### config.mk
export PLATFORM = sky130hd
export DESIGN_NAME = lab3_mem_line_word_bridge_flat
export DESIGN_NICKNAME = d
export VERILOG_FILES = /design/src/rtl/lab3_mem_line_word_bridge_if.sv /design/src/rtl/lab3_mem_line_word_bridge.sv /design/src/flat_wrapper.sv
export SDC_FILE = /design/constraint.sdc
export NUM_CORES = 1
export LEC_CHECK = 0
export CAP_MARGIN = 20
export CORE_MARGIN = 3
export CORE_UTILIZATION = 41
export CTS_CLUSTER_SIZE = 8
export DETAILED_ROUTE_END_ITERATION = 12
export MAX_ROUTING_LAYER = met4
export PLACE_DENSITY = 0.74
export SYNTH_ARGS = -nofsm -noshare
export SYNTH_HDL_FRONTEND = slang
export SYNTH_SLANG_ARGS = --single-unit
### constraint.sdc
create_clock -name clk -period 5.1 [get_ports clk]
set_input_delay 0.765 -clock clk [delete_from_list [all_inputs] [get_ports clk]]
set_output_delay 0.765 -clock clk [all_outputs]
set_load 0.01 [all_outputs]
### src/rtl/lab3_mem_line_word_bridge_if.sv
// Message types and handshake bundle for the line-to-word memory bridge.
// Line side is 16B cache traffic, word side is 4B test-memory traffic.
package lab3_mem_pkg;

    localparam logic [3:0] MEM_READ  = 4'd0;
    localparam logic [3:0] MEM_WRITE = 4'd1;

    typedef struct packed {
        logic [3:0]   type_;
        logic [7:0]   opaque;
        logic [31:0]  addr;
        logic [3:0]   len;
        logic [127:0] data;
    } mem_req_16B_t;

    typedef struct packed {
        logic [3:0]   type_;
        logic [7:0]   opaque;
        logic [1:0]   test;
        logic [3:0]   len;
        logic [127:0] data;
    } mem_resp_16B_t;

    typedef struct packed {
        logic [3:0]  type_;
        logic [7:0]  opaque;
        logic [31:0] addr;
        logic [1:0]  len;
        logic [31:0] data;
    } mem_req_4B_t;

    typedef struct packed {
        logic [3:0]  type_;
        logic [7:0]  opaque;
        logic [1:0]  test;
        logic [1:0]  len;
        logic [31:0] data;
    } mem_resp_4B_t;

endpackage

interface lab3_mem_line_word_bridge_if;
    import lab3_mem_pkg::*;

    mem_req_16B_t  linereq_msg;
    logic          linereq_val;
    logic          linereq_rdy;
    mem_resp_16B_t lineresp_msg;
    logic          lineresp_val;
    logic          lineresp_rdy;
    mem_req_4B_t   wordreq_msg;
    logic          wordreq_val;
    logic          wordreq_rdy;
    mem_resp_4B_t  wordresp_msg;
    logic          wordresp_val;
    logic          wordresp_rdy;

    modport slave (
        input  linereq_msg, linereq_val,
        output linereq_rdy,
        output lineresp_msg, lineresp_val,
        input  lineresp_rdy,
        output wordreq_msg, wordreq_val,
        input  wordreq_rdy,
        input  wordresp_msg, wordresp_val,
        output wordresp_rdy
    );

    modport master (
        output linereq_msg, linereq_val,
        input  linereq_rdy,
        input  lineresp_msg, lineresp_val,
        output lineresp_rdy,
        input  wordreq_msg, wordreq_val,
        output wordreq_rdy,
        output wordresp_msg, wordresp_val,
        input  wordresp_rdy
    );

endinterface

### src/rtl/lab3_mem_line_word_bridge.sv
// Splits 16B line requests into four serial 4B word transactions and
// reassembles the word responses into a single line response.
module lab3_mem_line_word_bridge
    import lab3_mem_pkg::*;
#(
    parameter int p_num_beats = 4
) (
    input  logic clk,
    input  logic reset,
    lab3_mem_line_word_bridge_if.slave bus,
    output logic err
);

    if (p_num_beats != 4) begin : g_bad_beats
        $error("lab3_mem_line_word_bridge: p_num_beats must be 4");
    end

    typedef enum logic [1:0] {
        IDLE,
        REQ,
        WAIT,
        RESP
    } state_t;

    state_t       state_q;
    state_t       state_d;
    logic [1:0]   beat_q;
    logic [1:0]   beat_d;
    logic [3:0]   type_q;
    logic [7:0]   opaque_q;
    logic [27:0]  line_q;
    logic [127:0] data_q;
    logic [127:0] asm_q;

    logic is_wr;
    logic linereq_go;
    logic wordreq_go;
    logic wordresp_go;
    logic lineresp_go;

    assign is_wr       = (type_q == MEM_WRITE);
    assign linereq_go  = bus.linereq_val && bus.linereq_rdy;
    assign wordreq_go  = bus.wordreq_val && bus.wordreq_rdy;
    assign wordresp_go = bus.wordresp_val && bus.wordresp_rdy;
    assign lineresp_go = bus.lineresp_val && bus.lineresp_rdy;

    always_comb begin
        state_d          = state_q;
        beat_d           = beat_q;
        bus.linereq_rdy  = 1'b0;
        bus.wordreq_val  = 1'b0;
        bus.wordresp_rdy = 1'b0;
        bus.lineresp_val = 1'b0;
        unique case (state_q)
            IDLE: begin
                bus.linereq_rdy = 1'b1;
                if (linereq_go) begin
                    state_d = REQ;
                    beat_d  = 2'd0;
                end
            end
            REQ: begin
                bus.wordreq_val = 1'b1;
                if (wordreq_go) state_d = WAIT;
            end
            WAIT: begin
                bus.wordresp_rdy = 1'b1;
                if (wordresp_go) begin
                    if (beat_q == 2'd3) begin
                        state_d = RESP;
                    end else begin
                        state_d = REQ;
                        beat_d  = beat_q + 2'd1;
                    end
                end
            end
            RESP: begin
                bus.lineresp_val = 1'b1;
                if (lineresp_go) state_d = IDLE;
            end
            default: state_d = IDLE;
        endcase
        // Handshakes stay quiet for the whole reset window.
        if (reset) begin
            bus.linereq_rdy  = 1'b0;
            bus.wordreq_val  = 1'b0;
            bus.wordresp_rdy = 1'b0;
            bus.lineresp_val = 1'b0;
        end
    end

    always_comb begin
        bus.wordreq_msg        = '0;
        bus.wordreq_msg.type_  = type_q;
        bus.wordreq_msg.opaque = {6'b0, beat_q};
        bus.wordreq_msg.addr   = {line_q, beat_q, 2'b00};
        bus.wordreq_msg.len    = 2'd0;
        bus.wordreq_msg.data   = is_wr ? data_q[32*beat_q +: 32] : 32'd0;

        bus.lineresp_msg        = '0;
        bus.lineresp_msg.type_  = type_q;
        bus.lineresp_msg.opaque = opaque_q;
        bus.lineresp_msg.test   = 2'd0;
        bus.lineresp_msg.len    = 4'd0;
        bus.lineresp_msg.data   = is_wr ? 128'd0 : asm_q;
    end

    always_ff @(posedge clk) begin
        if (reset) begin
            state_q  <= IDLE;
            beat_q   <= 2'd0;
            err      <= 1'b0;
            type_q   <= 4'd0;
            opaque_q <= 8'd0;
            line_q   <= 28'd0;
            data_q   <= 128'd0;
            asm_q    <= 128'd0;
        end else begin
            state_q <= state_d;
            beat_q  <= beat_d;
            if (linereq_go) begin
                type_q   <= bus.linereq_msg.type_;
                opaque_q <= bus.linereq_msg.opaque;
                line_q   <= bus.linereq_msg.addr[31:4];
                data_q   <= bus.linereq_msg.data;
                asm_q    <= 128'd0;
            end
            if (wordresp_go) begin
                // A stray opaque is flagged but the line still completes.
                if (bus.wordresp_msg.opaque != {6'b0, beat_q}) err <= 1'b1;
                if (!is_wr) asm_q[32*beat_q +: 32] <= bus.wordresp_msg.data;
            end
        end
    end

endmodule
### src/flat_wrapper.sv
// flat-port wrapper written by rule: the top's interface ports become plain ports
module lab3_mem_line_word_bridge_flat import lab3_mem_pkg::*;
#(
    parameter int p_num_beats = 4
)
  (clk, reset, err, bus_linereq_msg, bus_linereq_val, bus_linereq_rdy, bus_lineresp_msg, bus_lineresp_val, bus_lineresp_rdy, bus_wordreq_msg, bus_wordreq_val, bus_wordreq_rdy, bus_wordresp_msg, bus_wordresp_val, bus_wordresp_rdy);
  lab3_mem_line_word_bridge_if bus_i ();
  input  logic clk;
  input  logic reset;
  output logic err;
  input wire logic [$bits(bus_i.linereq_msg)-1:0] bus_linereq_msg;
  input wire logic [$bits(bus_i.linereq_val)-1:0] bus_linereq_val;
  output wire logic [$bits(bus_i.linereq_rdy)-1:0] bus_linereq_rdy;
  output wire logic [$bits(bus_i.lineresp_msg)-1:0] bus_lineresp_msg;
  output wire logic [$bits(bus_i.lineresp_val)-1:0] bus_lineresp_val;
  input wire logic [$bits(bus_i.lineresp_rdy)-1:0] bus_lineresp_rdy;
  output wire logic [$bits(bus_i.wordreq_msg)-1:0] bus_wordreq_msg;
  output wire logic [$bits(bus_i.wordreq_val)-1:0] bus_wordreq_val;
  input wire logic [$bits(bus_i.wordreq_rdy)-1:0] bus_wordreq_rdy;
  input wire logic [$bits(bus_i.wordresp_msg)-1:0] bus_wordresp_msg;
  input wire logic [$bits(bus_i.wordresp_val)-1:0] bus_wordresp_val;
  output wire logic [$bits(bus_i.wordresp_rdy)-1:0] bus_wordresp_rdy;
  assign bus_i.linereq_msg = bus_linereq_msg;
  assign bus_i.linereq_val = bus_linereq_val;
  assign bus_linereq_rdy = bus_i.linereq_rdy;
  assign bus_lineresp_msg = bus_i.lineresp_msg;
  assign bus_lineresp_val = bus_i.lineresp_val;
  assign bus_i.lineresp_rdy = bus_lineresp_rdy;
  assign bus_wordreq_msg = bus_i.wordreq_msg;
  assign bus_wordreq_val = bus_i.wordreq_val;
  assign bus_i.wordreq_rdy = bus_wordreq_rdy;
  assign bus_i.wordresp_msg = bus_wordresp_msg;
  assign bus_i.wordresp_val = bus_wordresp_val;
  assign bus_wordresp_rdy = bus_i.wordresp_rdy;
  lab3_mem_line_word_bridge #(.p_num_beats(p_num_beats)) u_core (.clk(clk), .reset(reset), .bus(bus_i), .err(err));
endmodule
# --- Yosys cells after proc, flatten, opt, wreduce, memory -nomap -nowiden ---
# Index checks and enable logic that the tools add are counted.
totals:
  out_inout_bits: 229
  latch_bits: 0
  in_bits: 230
  mem_bits_ro: 0
  ramBits: 0
  memories: 0
  regBits: 301
  elab_cells: 58
op_classes:
  n_reduce_logical: 9
  mul: 0
  add_sub_neg: 2
  bitwise_logic: 0
  n_div: 0
  eq_ne: 11
  n_mux: 25
  n_shift: 3
  order_cmp: 0
op_table:
  columns: ["op", "count"]
  rows:
  - ["128-bit 2-to-1 mux", 5]
  - ["128-bit bitwise mux", 1]
  - ["32-bit by 34-bit variable shift with 128-bit output (first input constant)", 1]
  - ["128-bit by 8-bit variable part select with 32-bit output", 1]
  - ["32-bit by 34-bit variable part select with 128-bit output", 1]
  - ["7-bit negator with 34-bit output", 1]
  - ["32-bit 2-to-1 mux", 1]
  - ["2-bit 2-to-1 mux", 8]
  - ["1-bit 2-to-1 mux", 8]
  - ["2-bit by 1-bit != test with 1-bit output (second input constant)", 4]
  - ["8-bit by 2-bit != test with 1-bit output", 1]
  - ["2-bit case mux with 4 select lines", 1]
  - ["4-bit AND reduction", 2]
  - ["2-bit equality test (second input constant)", 3]
  - ["4-bit by 1-bit equality test with 1-bit output (second input constant)", 1]
  - ["1-bit logical AND", 4]
  - ["2-bit case mux with 2 select lines", 1]
  - ["2-bit by 1-bit adder with 2-bit output (second input constant)", 1]
  - ["2-bit by 1-bit equality test with 1-bit output (second input constant)", 1]
  - ["2-bit zero test", 1]
  - ["2-bit != test (second input constant)", 1]
  - ["2-bit AND reduction", 1]
  - ["2-bit nonzero test", 1]

# --- Depth between registers and ports, before layout ---
# Gate-level depths: netlist (run 1).
depth:
  word_depth: 9
  mapped_depth: 8
  mapped_depth_nobuf: 5

# --- Worst setup path after synthesis (run 1) ---
# Ideal clock, no wire load.
synth_timing:
  path_kind: "reg2reg"
  start: "reg u_core.beat_q[1]"
  end: "reg u_core.asm_q[105]"
  setup_time_ps: 61
  t_arrival_ps: 2663
  stages_incl_launch_ff: 9
  path_buffers: 3
  setup_slack_ps: 2376
  t_required_ps: 5039
  synth_period_minus_slack_ps: 2724
  cell_sequence: "dfxtp_1 > clkbuf_1 > clkbuf_1 > inv_1 > ha_1 > nand4bb_1 > nor4_2 > buf_2 > a32o_1"
synth_via:
  elab_chain_len: 5
  elab_cells_between_ends: 6
  classes_between: "add/sub: 1; shift: 2; mux: 3"
synth_rtl:
  columns: ["element", "line_no", "text"]
  rows:
  - ["start: declaration", "lab3_mem_line_word_bridge.sv:27", "logic [1:0] beat_q;"]
  - ["start signal: assignment", "lab3_mem_line_word_bridge.sv:120", "beat_q <= beat_d;"]
  - ["7-bit negator with 34-bit output (*)", "lab3_mem_line_word_bridge.sv:131", "if (!is_wr) asm_q[32*beat_q +: 32] <= bus.wordresp_msg.data;"]
  - ["32-bit by 34-bit variable part select with 128-bit output or 32-bit by 34-bit variable shift with 128-bit output (tied branches)", "lab3_mem_line_word_bridge.sv:131", null]
  - ["128-bit bitwise mux (*)", "lab3_mem_line_word_bridge.sv:131", null]
  - ["128-bit 2-to-1 mux (*)", "lab3_mem_line_word_bridge.sv:131", null]
  - ["128-bit 2-to-1 mux (*)", "lab3_mem_line_word_bridge.sv:128", "if (wordresp_go) begin"]
  - ["end signal: indexed assignment", "lab3_mem_line_word_bridge.sv:131", null]
  - ["end: declaration", "lab3_mem_line_word_bridge.sv:33", "logic [127:0] asm_q;"]
# Mark *: on every way between the ends. The rest lies on a longest branch, timed or not.
# A chain may end at the register's enable or synchronous reset.

# --- Final worst setup path (run 1) ---
layout_timing:
  start: "reg u_core.beat_q[0]"
  end: "out bus_wordreq_msg[31]"
layout_via:
  elab_chain_len: 2
layout_rtl:
  columns: ["element", "line_no", "text"]
  rows:
  - ["128-bit by 8-bit variable part select with 32-bit output", "lab3_mem_line_word_bridge.sv:98", "bus.wordreq_msg.data = is_wr ? data_q[32*beat_q +: 32] : 32'd0;"]
  - ["32-bit 2-to-1 mux", "lab3_mem_line_word_bridge.sv:98", null]
  - ["end: declaration", "flat_wrapper.sv:17", "output wire logic [$bits(bus_i.wordreq_msg)-1:0] bus_wordreq_msg;"]
# Every way passes these cells.

==> results.json, run 1 <==
{
  "outcome": "completed",
  "fin_crit_ns": 3.53,
  "crit_buf_inv": 1,
  "p_leak_uw": 0.00670,
  "synthToLayoutAreaGrowth_pct": 42.6,
  "layout.cells.non_filler": 2146,
  "r2r-start": "u_core.beat_q[0]",
  "setup_tns_ns": 0,
  "place_ws_ns": 1.62,
  "grt_start_max_net_pins": 258,
  "drc": 0,
  "finalWorstSetupSlack_ns": 1.57,
  "final_core_util": 0.602,
  "yosysSeqAreaShare": 0.475,
  "power.switching_uw": 1300,
  "grt.overflow.total": 0,
  "rsz0062_at_grt": "false",
  "fp.dieH_um": 182,
  "via_count": 11207,
  "post_cts_resized": 0,
  "ant_nets": 0,
  "fmax_mhz": 283,
  "synth_area_um2": 12700,
  "synth_top_area_cell": "dfxtp_1",
  "worstMarginPinSlew_ns": 1.03,
  "setup_viol": 0,
  "netSwitchingFraction": 0.233,
  "fillers": 2568,
  "postSynth.asyncResetShare": 0,
  "cts.sinks": 301,
  "hold_buffers": 0,
  "clk_pin_slew_worst_paths_ns": 0.05,
  "grt_pass1_wl_um": 60700,
  "cts_tree": "built",
  "critPathMaxFanout": 45,
  "p_clk_frac": 0.433,
  "wire_per_inst_um": 18.2,
  "placementRows": 63,
  "max_slew_margin": 0.313,
  "clock_path_buffers": 3,
  "finClkSkew_ns": 0.0152,
  "drive_gt1_frac": 0.0650,
  "synthTopCellsByArea": "dfxtp_1 (48%), nand2_1 (10%), and2_1 (7.9%), o21ai_0 (6.7%), mux4_2 (5.7%)",
  "pwr-share-comb": 0.109,
  "gp_congestion": 0.834,
  "syn_inst": 1395,
  "max_stage_delay_ns": 0.91,
  "path_class": "register to output pin",
  "syn_avg_cell_area_um2": 9.09,
  "die_w_um": 182,
  "yosysWarnings": 0,
  "pin_count": 459,
  "synth_cell_types": 43,
  "synth_edf_count": 0,
  "antenna_found_initial": 2,
  "vias_per_cell": 5.22,
  "p_per_area_nw_per_um2": 308,
  "maxCapViolations": 0,
  "dp.cells": 2097,
  "finalMaxSlewViolations": 0,
  "dp_hpwl_um": 26400,
  "finalNetCount": 1989,
  "required_ns": 4.34,
  "cp_cell_sequence": "mux4_2 -> and2_1 -> clkdlybuf4s50_1",
  "dieArea_um2": 33100,
  "port-buffer-count": 426,
  "grt_usage": 0.231,
  "drt_pre_antenna_iters": 5,
  "start_kind": "register",
  "htreeDepth": 2,
  "drt_iter0_markers": 658,
  "synthFlopType": "dfxtp_1",
  "path_delay_family": "flip-flops",
  "p_int_uw": 4260,
  "synth_top_area_frac": 0.475,
  "core_um2": 30000,
  "startpoint": "u_core.beat_q[0]",
  "numCtsBuffers": 43,
  "seqPwrFrac": 0.458,
  "wirelength_um": 39000,
  "end_kind": "output pin",
  "cp.arrival_ns": 2.76,
  "cts_root_buffer": "clkbuf_16",
  "irDropWorstVdd_mv": 0.205,
  "clk_latency_ns": 0.50,
  "post-route-period-util": 0.692,
  "crit_slowest_cell": "dfxtp_4",
  "hold_viol": 0,
  "grt_pass1_vias": 11153,
  "hold_start": "u_core.data_q[74]",
  "ys_ff_latch": 301,
  "post-cts-setup-buffers": 0,
  "hold_class": "register to register",
  "start_util": 0.422
}
## worst reg2reg max path: cells and delay by family, from the launching register on
kind          cells  cell delay (ns)
fa+ha+maj         1             0.33
buf+inv           2             0.65
flops             1             0.91
mux               1             0.18
simple gates      2             0.84
## power by group through the flow
stage | registers (uW) | clock network [uW] | logic (uW)
floorplan | 2580 | 0 | 296
global placement | 2590 | 0 | 593
detailed placement | 2590 | 0 | 600
CTS | 2550 | 2470 | 605
global route | 2560 | 2550 | 659
finish | 2550 | 2410 | 606
## logic make-up (layout without fill, tap and decap cells)
group / after synthesis / after routing / share of synthesized area
simple gates: 594 / 594 / 0.225
flops: 301 / 301 / 0.475
compound gates: 276 / 276 / 0.150
buf+inv: 151 / 495 / 0.0610
mux: 64 / 64 / 0.0821
fa+ha+maj: 6 / 6 / 0.00592
xor+xnor: 2 / 2 / 0.00138
other cells: 1 / 18 / 0.000296
## registers in the layout, indices dropped and copies added (netlist names)
register,flops
u_core.asm_q,128
u_core.data_q,128
u_core.line_q,28
u_core.opaque_q,8
u_core.type_q,4
u_core.beat_q,2
u_core.state_q,2
u_core.err,1
## final cells by class
cell class	count	area [um2]	share of cell area
sequential	301	6030	0.333
clock buffer	44	1080	0.0597
timing repair buffer	445	4450	0.246
antenna	2	5.00	0.000277
multi-input combinational	958	6000	0.332
inverter	4	20.0	0.00111
tap	390	488	0.0270
clock inverter	2	13.8	0.000761
## synthesized netlist by cell type (2+ instances only)
library cell,count
nor2_1,3
nand4_1,2
and2_1,160
buf_2,30
inv_1,3
nor4_1,2
a311oi_4,3
nor3b_1,5
mux2i_1,32
nor4_2,2
nand2_1,339
nor3_1,4
dfxtp_1,301
mux4_2,32
a32o_1,61
buf_1,3
nand4bb_1,3
a21oi_1,2
nand3_1,64
ha_1,6
xor2_1,2
buf_6,10
a22o_1,35
o21ai_0,170
buf_4,25
clkbuf_1,79
## through the flow
step | power (uW) | hold WS (ns) | instance area (um2)
detailed placement | 3190 | 0.446 | 17000
global route | 5780 | 0.465 | 18100
CTS | 5620 | 0.455 | 18100
global placement | 3180 | 0.438 | 16900
floorplan | 2870 | 0.433 | 12700
finish | 5560 | 0.452 | 18100
## final timing paths
| path | slack, ns | endpoint | depth (start not counted) |
|---|---|---|---|
| setup reg to reg | 2.10 | u_core.asm_q[71] | 6 |
| hold / removal | 0.45 | u_core.data_q[74] | 2 |
| hold reg to reg | 0.45 | u_core.data_q[74] | 2 |
| setup / recovery | 1.57 | bus_wordreq_msg[31] | 3 |
## metal layers
metal | track usage | share of wire | vias up
li1 | - | - | 5456
met1 | 0.278 | 0.41 | 5256
met2 | 0.382 | 0.48 | 435
met3 | 0.0705 | 0.093 | 60
met4 | 0.0539 | 0.019 | 0
met5 | - | 0 | -
## layout by cell type, fill, tap and decap left out, types with 3 or more instances in the layout
master | netlist | routed
conb_1 | 1 | 16
nand4bb_1 | 3 | 3
nor3_1 | 4 | 3
dfxtp_1 | 301 | 299
a311oi_4 | 3 | 3
buf_4 | 25 | 16
ha_1 | 6 | 6
nor3b_1 | 5 | 4
a32o_1 | 61 | 61
nand2_1 | 339 | 339
clkbuf_16 | 0 | 43
o21ai_0 | 170 | 170
clkdlybuf4s50_1 | 0 | 426
mux2i_1 | 32 | 32
inv_1 | 3 | 3
a22o_1 | 35 | 35
and2_1 | 160 | 160
mux4_2 | 32 | 32
nand3_1 | 64 | 63
Power figures use the tool's default switching activity.
==> inputs of run 2 (changes only) <==
--- a/config.mk
+++ b/config.mk
@@ -11,7 +11,7 @@
 export CTS_CLUSTER_SIZE = 8
 export DETAILED_ROUTE_END_ITERATION = 12
 export MAX_ROUTING_LAYER = met4
-export PLACE_DENSITY = 0.74
+export PLACE_DENSITY = 0.77
 export SYNTH_ARGS = -nofsm -noshare
 export SYNTH_HDL_FRONTEND = slang
 export SYNTH_SLANG_ARGS = --single-unit
==> constraint.sdc (replaced) <==
create_clock -name clk -period 2.8 [get_ports clk]
set_input_delay 0.42 -clock clk [delete_from_list [all_inputs] [get_ports clk]]
set_output_delay 0.42 -clock clk [all_outputs]
set_load 0.01 [all_outputs]
==> run 2 against run 1 <==
Net effect: cell area increased by 4.6%; register-to-register slack worse by 1.9 ns; sequential share of layout area is 1.5 points lower; final cell count up 1.3%; worst setup slack got worse by 1.5 ns; sequential power increased by 82%; critical path depth rose by 1; sequential cell count is the same; global-route usage grew 0.62 points.
==> results.json, run 2 (synthesis gave the netlist of run 1 again) <==
{
  "crit_slowest_cell": "mux4_2",
  "p_leak_uw": 0.00966,
  "finalMaxSlewViolations": 0,
  "drc": 0,
  "layout_commonest_cell": "nand2_1",
  "clk_latency_ns": 0.52,
  "final_cell_mix": "nand2_1 (339), dfxtp_1 (296), clkdlybuf4s50_1 (276), o21ai_0 (170), and2_1 (160)",
  "max_stage_delay_ns": 0.49,
  "pin_count": 459,
  "core_um2": 30000,
  "dieArea_um2": 33100,
  "end_kind": "output pin",
  "grt.overflow.total": 0,
  "start_util": 0.422,
  "fmax_mhz": 365,
  "wirelength_um": 41200,
  "hold_viol": 0,
  "clock_path_buffers": 3,
  "clk_pin_slew_worst_paths_ns": 0.05,
  "antenna_found_initial": 2,
  "placementRows": 63,
  "final_core_util": 0.630,
  "via_count": 11554,
  "rsz0062_at_grt": "true",
  "synthToLayoutAreaGrowth_pct": 49.2,
  "grt_pass1_vias": 11273,
  "cts_root_buffer": "clkbuf_16",
  "ant_nets": 0,
  "hold_class": "register to register",
  "die_w_um": 182,
  "drive_gt1_frac": 0.0803,
  "finalPower_uw": 10400,
  "fillers": 2426,
  "cts_tree": "built",
  "required_ns": 2.38,
  "post-route-period-util": 0.978,
  "htreeDepth": 2,
  "numCtsBuffers": 43,
  "grt_usage": 0.237,
  "grt_pass1_wl_um": 61700,
  "grt_start_max_net_pins": 206,
  "irDropWorstVdd_mv": 0.441,
  "port-buffer-count": 426,
  "maxCapViolations": 0,
  "cp_cell_sequence": "buf_8 -> mux4_2 -> and2_1 -> clkdlybuf4s50_1",
  "drt_pre_antenna_iters": 5,
  "max_slew_margin": 0.346,
  "wire_per_inst_um": 19.0,
  "reg_top3": "u_core.asm_q (128), u_core.data_q (128), u_core.line_q (28)",
  "vias_per_cell": 5.31,
  "finalNetCount": 2015,
  "finClkSkew_ns": 0.00789,
  "dp_hpwl_um": 27300,
  "fp.dieH_um": 182,
  "cts.sinks": 301,
  "fin_crit_ns": 2.74,
  "worstMarginPinSlew_ns": 0.981,
  "setup_viol": 0,
  "ff_latch_area_um2": 6030,
  "p_per_area_nw_per_um2": 549,
  "gp_congestion": 0.883,
  "critPathMaxFanout": 7,
  "start_kind": "register",
  "hold_buffers": 0,
  "multi_input_area_um2": 6000,
  "drt_iter0_markers": 752,
  "path_class": "register to output pin",
  "cp.arrival_ns": 2.32,
  "outcome": "completed"
}
==> run 2: cell types whose count changed in the layout (fill, tap and decap cells not counted), moves of 3 or more <==
cell / previous run / this run
buf_4: 16 / 22
buf_6: 0 / 3
dfxtp_1: 299 / 296
dlymetal6s2s_1: 0 / 144
buf_12: 1 / 14
clkdlybuf4s50_1: 426 / 276
dlygate4sd2_1: 0 / 6
clkbuf_16: 43 / 47
dfxtp_2: 1 / 4
==> run 2: worst max-delay path, delay by kind of cell, from the launching register on <==
family / cells / cell delay [ns]
flip-flops: 1 / 0.47
multiplexers: 1 / 0.49
AND/OR/NAND/NOR: 1 / 0.19
buffers and inverters: 2 / 0.66
==> run 2: final timing paths <==
kind	start	endpoint	slack, ns	depth (start not counted)
setup / recovery	u_core.beat_q[0]	bus_wordreq_msg[5]	0.06	4
setup reg to reg	u_core.type_q[3]	u_core.asm_q[109]	0.25	5
hold / removal	u_core.opaque_q[1]	u_core.opaque_q[1]	0.45	2
hold reg to reg	u_core.opaque_q[1]	u_core.opaque_q[1]	0.45	2
==> run 2: metrics by stage <==
stage / setup slack, ns / area (um2) / instances / hold WS [ns] / setup TNS, ns
finish: 0.0620 / 18900 / 2174 / 0.454 / 0
global route: -0.00512 / 18900 / 2173 / 0.462 / -0.00624
CTS: -0.127 / 18400 / 2164 / 0.436 / -10.93
detailed placement: 0.142 / 17200 / 2113 / 0.447 / 0
global placement: 0.194 / 17200 / 2112 / 0.439 / 0
floorplan: 0.0760 / 12700 / 1410 / 0.433 / 0
==> run 2: area by class of cell <==
| type | instances | share of cell area |
|---|---|---|
| antenna | 3 | 0.000397 |
| clock buffer | 47 | 0.0604 |
| inverter | 4 | 0.00106 |
| multi-input combinational | 958 | 0.317 |
| sequential | 301 | 0.319 |
| tap | 390 | 0.0258 |
| timing repair buffer | 471 | 0.276 |
==> run 2: metal layers <==
layer / GRT usage / wire length [um]
met1: 0.270 / 15900
met2: 0.391 / 19500
met3: 0.0853 / 4520
met4: 0.0759 / 1260
met5: - / 0
==> run 2: where the power goes <==
group          switching (uW)  internal [uW]  leakage (uW)
sequential                121           4510       0.00246
clock                    1740           2820      0.000563
combinational             572            626       0.00664
total                    2430           7960       0.00966
==> run 2: timing repair <==
action / in CTS / in global routing
endpoints found under the setup margin: 156 / 143
setup buffers: 3 / 3
gates resized for setup: 9 / 156
cloned: 1 / 4
==> inputs of run 3 (changes only) <==
--- a/config.mk
+++ b/config.mk
@@ -10,8 +10,11 @@
 export CORE_UTILIZATION = 41
 export CTS_CLUSTER_SIZE = 8
 export DETAILED_ROUTE_END_ITERATION = 12
+export GPL_TIMING_DRIVEN = 1
 export MAX_ROUTING_LAYER = met4
 export PLACE_DENSITY = 0.77
+export REMOVE_ABC_BUFFERS = 1
 export SYNTH_ARGS = -nofsm -noshare
 export SYNTH_HDL_FRONTEND = slang
 export SYNTH_SLANG_ARGS = --single-unit
+export TNS_END_PERCENT = 10
==> run 3 against run 2 <==
Net effect: final cell count shrank 0.46%; register-to-register slack gained 0.24 ns; cell area shrank 3.1%; clock power is essentially flat; largest power group unchanged; clock skew grew 0.0075 ns; worst hold slack lost 0.0011 ns; worst setup slack lost 0.0047 ns; non-clock buffer count shrank 8.
==> results.json, run 3 (synthesis gave the netlist of run 1 again) <==
{
  "outcome": "completed",
  "start_util": 0.422,
  "grt_usage": 0.233,
  "hold_viol": 0,
  "final_cell_mix": "nand2_1 (339), dfxtp_1 (297), clkdlybuf4s50_1 (295), o21ai_0 (170), and2_1 (160)",
  "clock_path_buffers": 3,
  "antenna_found_initial": 0,
  "fmax_mhz": 365,
  "p_per_area_nw_per_um2": 564,
  "place_ws_ns": 0.301,
  "hold_buffers": 0,
  "start_kind": "register",
  "hold_class": "register to register",
  "cp.arrival_ns": 2.32,
  "fin_crit_ns": 2.74,
  "max_stage_delay_ns": 0.59,
  "gp_congestion": 0.828,
  "finalWorstSetupSlack_ns": 0.0573,
  "setup_viol": 0,
  "crit_slowest_cell": "or4b_4",
  "numCtsBuffers": 43,
  "port-buffer-count": 426,
  "synthToLayoutAreaGrowth_pct": 44.7,
  "dp_hpwl_um": 26100,
  "p_leak_uw": 0.00763,
  "drive_gt1_frac": 0.0755,
  "dpl_cell_area_um2": 17200,
  "final_core_util": 0.611,
  "critPathMaxFanout": 36,
  "core_um2": 30000,
  "drt_pre_antenna_iters": 4,
  "cp_cell_sequence": "or4b_4 -> buf_12 -> and2_1 -> clkdlybuf4s50_1",
  "placementRows": 63,
  "drt_iter0_markers": 717,
  "pin_count": 459,
  "die_w_um": 182,
  "post-route-period-util": 0.980,
  "finalMaxSlewViolations": 0,
  "finalNetCount": 2007,
  "grt_pass1_vias": 11466,
  "worstMarginPinSlew_ns": 0.955,
  "rsz0062_at_grt": "true",
  "drc": 0,
  "layout_commonest_cell": "nand2_1",
  "final_area_um2": 18300,
  "htreeDepth": 2,
  "fp.dieH_um": 182,
  "reg_top3": "u_core.asm_q (128), u_core.data_q (128), u_core.line_q (28)",
  "via_count": 11312,
  "grt_start_max_net_pins": 92,
  "n_antenna_cell": 0,
  "grt.overflow.total": 0,
  "maxCapViolations": 0,
  "end_kind": "output pin",
  "max_slew_margin": 0.362,
  "finalPower_uw": 10300,
  "path_class": "register to output pin",
  "cts.sinks": 301,
  "irDropWorstVdd_mv": 0.476,
  "cts_root_buffer": "clkbuf_16",
  "grt_pass1_wl_um": 61500,
  "wirelength_um": 38700,
  "dieArea_um2": 33100,
  "clk_pin_slew_worst_paths_ns": 0.05,
  "cts_tree": "built",
  "ant_nets": 0,
  "clk_latency_ns": 0.51,
  "vias_per_cell": 5.23,
  "required_ns": 2.38,
  "wire_per_inst_um": 17.9,
  "finClkSkew_ns": 0.0153
}
[run 3: changes by cell type in the layout (fill, tap and decap cells not counted), sizes merged]
cell,previous run,this run
dlymetal6s2s,144,8
buf,43,37
dlygate4sd2,6,123
clkdlybuf4s50,276,295
diode,3,0
clkbuf,49,48
[run 3: timing repair]
action,in CTS,in global routing
endpoints found under the hold margin,0,0
pin swaps,1,1
gates cloned,1,0
setup buffers,3,2
endpoints found under the setup margin,152,12
gates resized for setup,129,11
[run 3: critical path: cells and delay by family, from the launching register on]
family        cells  cell delay, ns
buf+inv           2            0.67
flops             1            0.35
simple gates      2            0.77
[run 3: per-layer routing]
layer | part of all wire | wire length [um] | vias up | global-route usage
met5 | 0 | 0 | - | -
met4 | 0.030 | 1160 | 0 | 0.0774
met3 | 0.10 | 3860 | 80 | 0.0761
met2 | 0.48 | 18600 | 480 | 0.388
met1 | 0.39 | 15100 | 5261 | 0.266
li1 | - | - | 5491 | -
[run 3: layout make-up]
type | count | area [um2]
fill | 2568 | 11700
sequential | 301 | 6030
multi-input combinational | 958 | 6000
timing repair buffer | 463 | 4660
clock buffer | 48 | 1150
tap | 390 | 488
inverter | 4 | 20.0
[run 3: report_power, final]
part / switching, uW / internal, uW / total [uW] / leakage, uW
clock network: 1720 / 2830 / 4550 / 0.000564
logic: 545 / 616 / 1160 / 0.00461
registers: 121 / 4510 / 4630 / 0.00246
total: 2390 / 7950 / 10300 / 0.00763
[run 3: stage by stage]
step	setup TNS [ns]	std cells	hold WS [ns]
after floorplan	-3987.97	1263	0.433
after global placement	0	2110	0.439
after detailed placement	0	2110	0.445
after CTS	-0.547	2162	0.440
after global routing	-0.00956	2164	0.455
final	0	2164	0.452
[run 3: path summary, 6_finish.rpt]
kind | startpoint | to | slack, ns | cells after the start
setup / recovery | u_core.type_q[3] | bus_lineresp_msg[40] | 0.06 | 4
hold / removal | u_core.asm_q[44] | u_core.asm_q[44] | 0.45 | 1
setup reg to reg | u_core.beat_q[0] | u_core.asm_q[114] | 0.49 | 8
hold reg to reg | u_core.asm_q[44] | u_core.asm_q[44] | 0.45 | 1
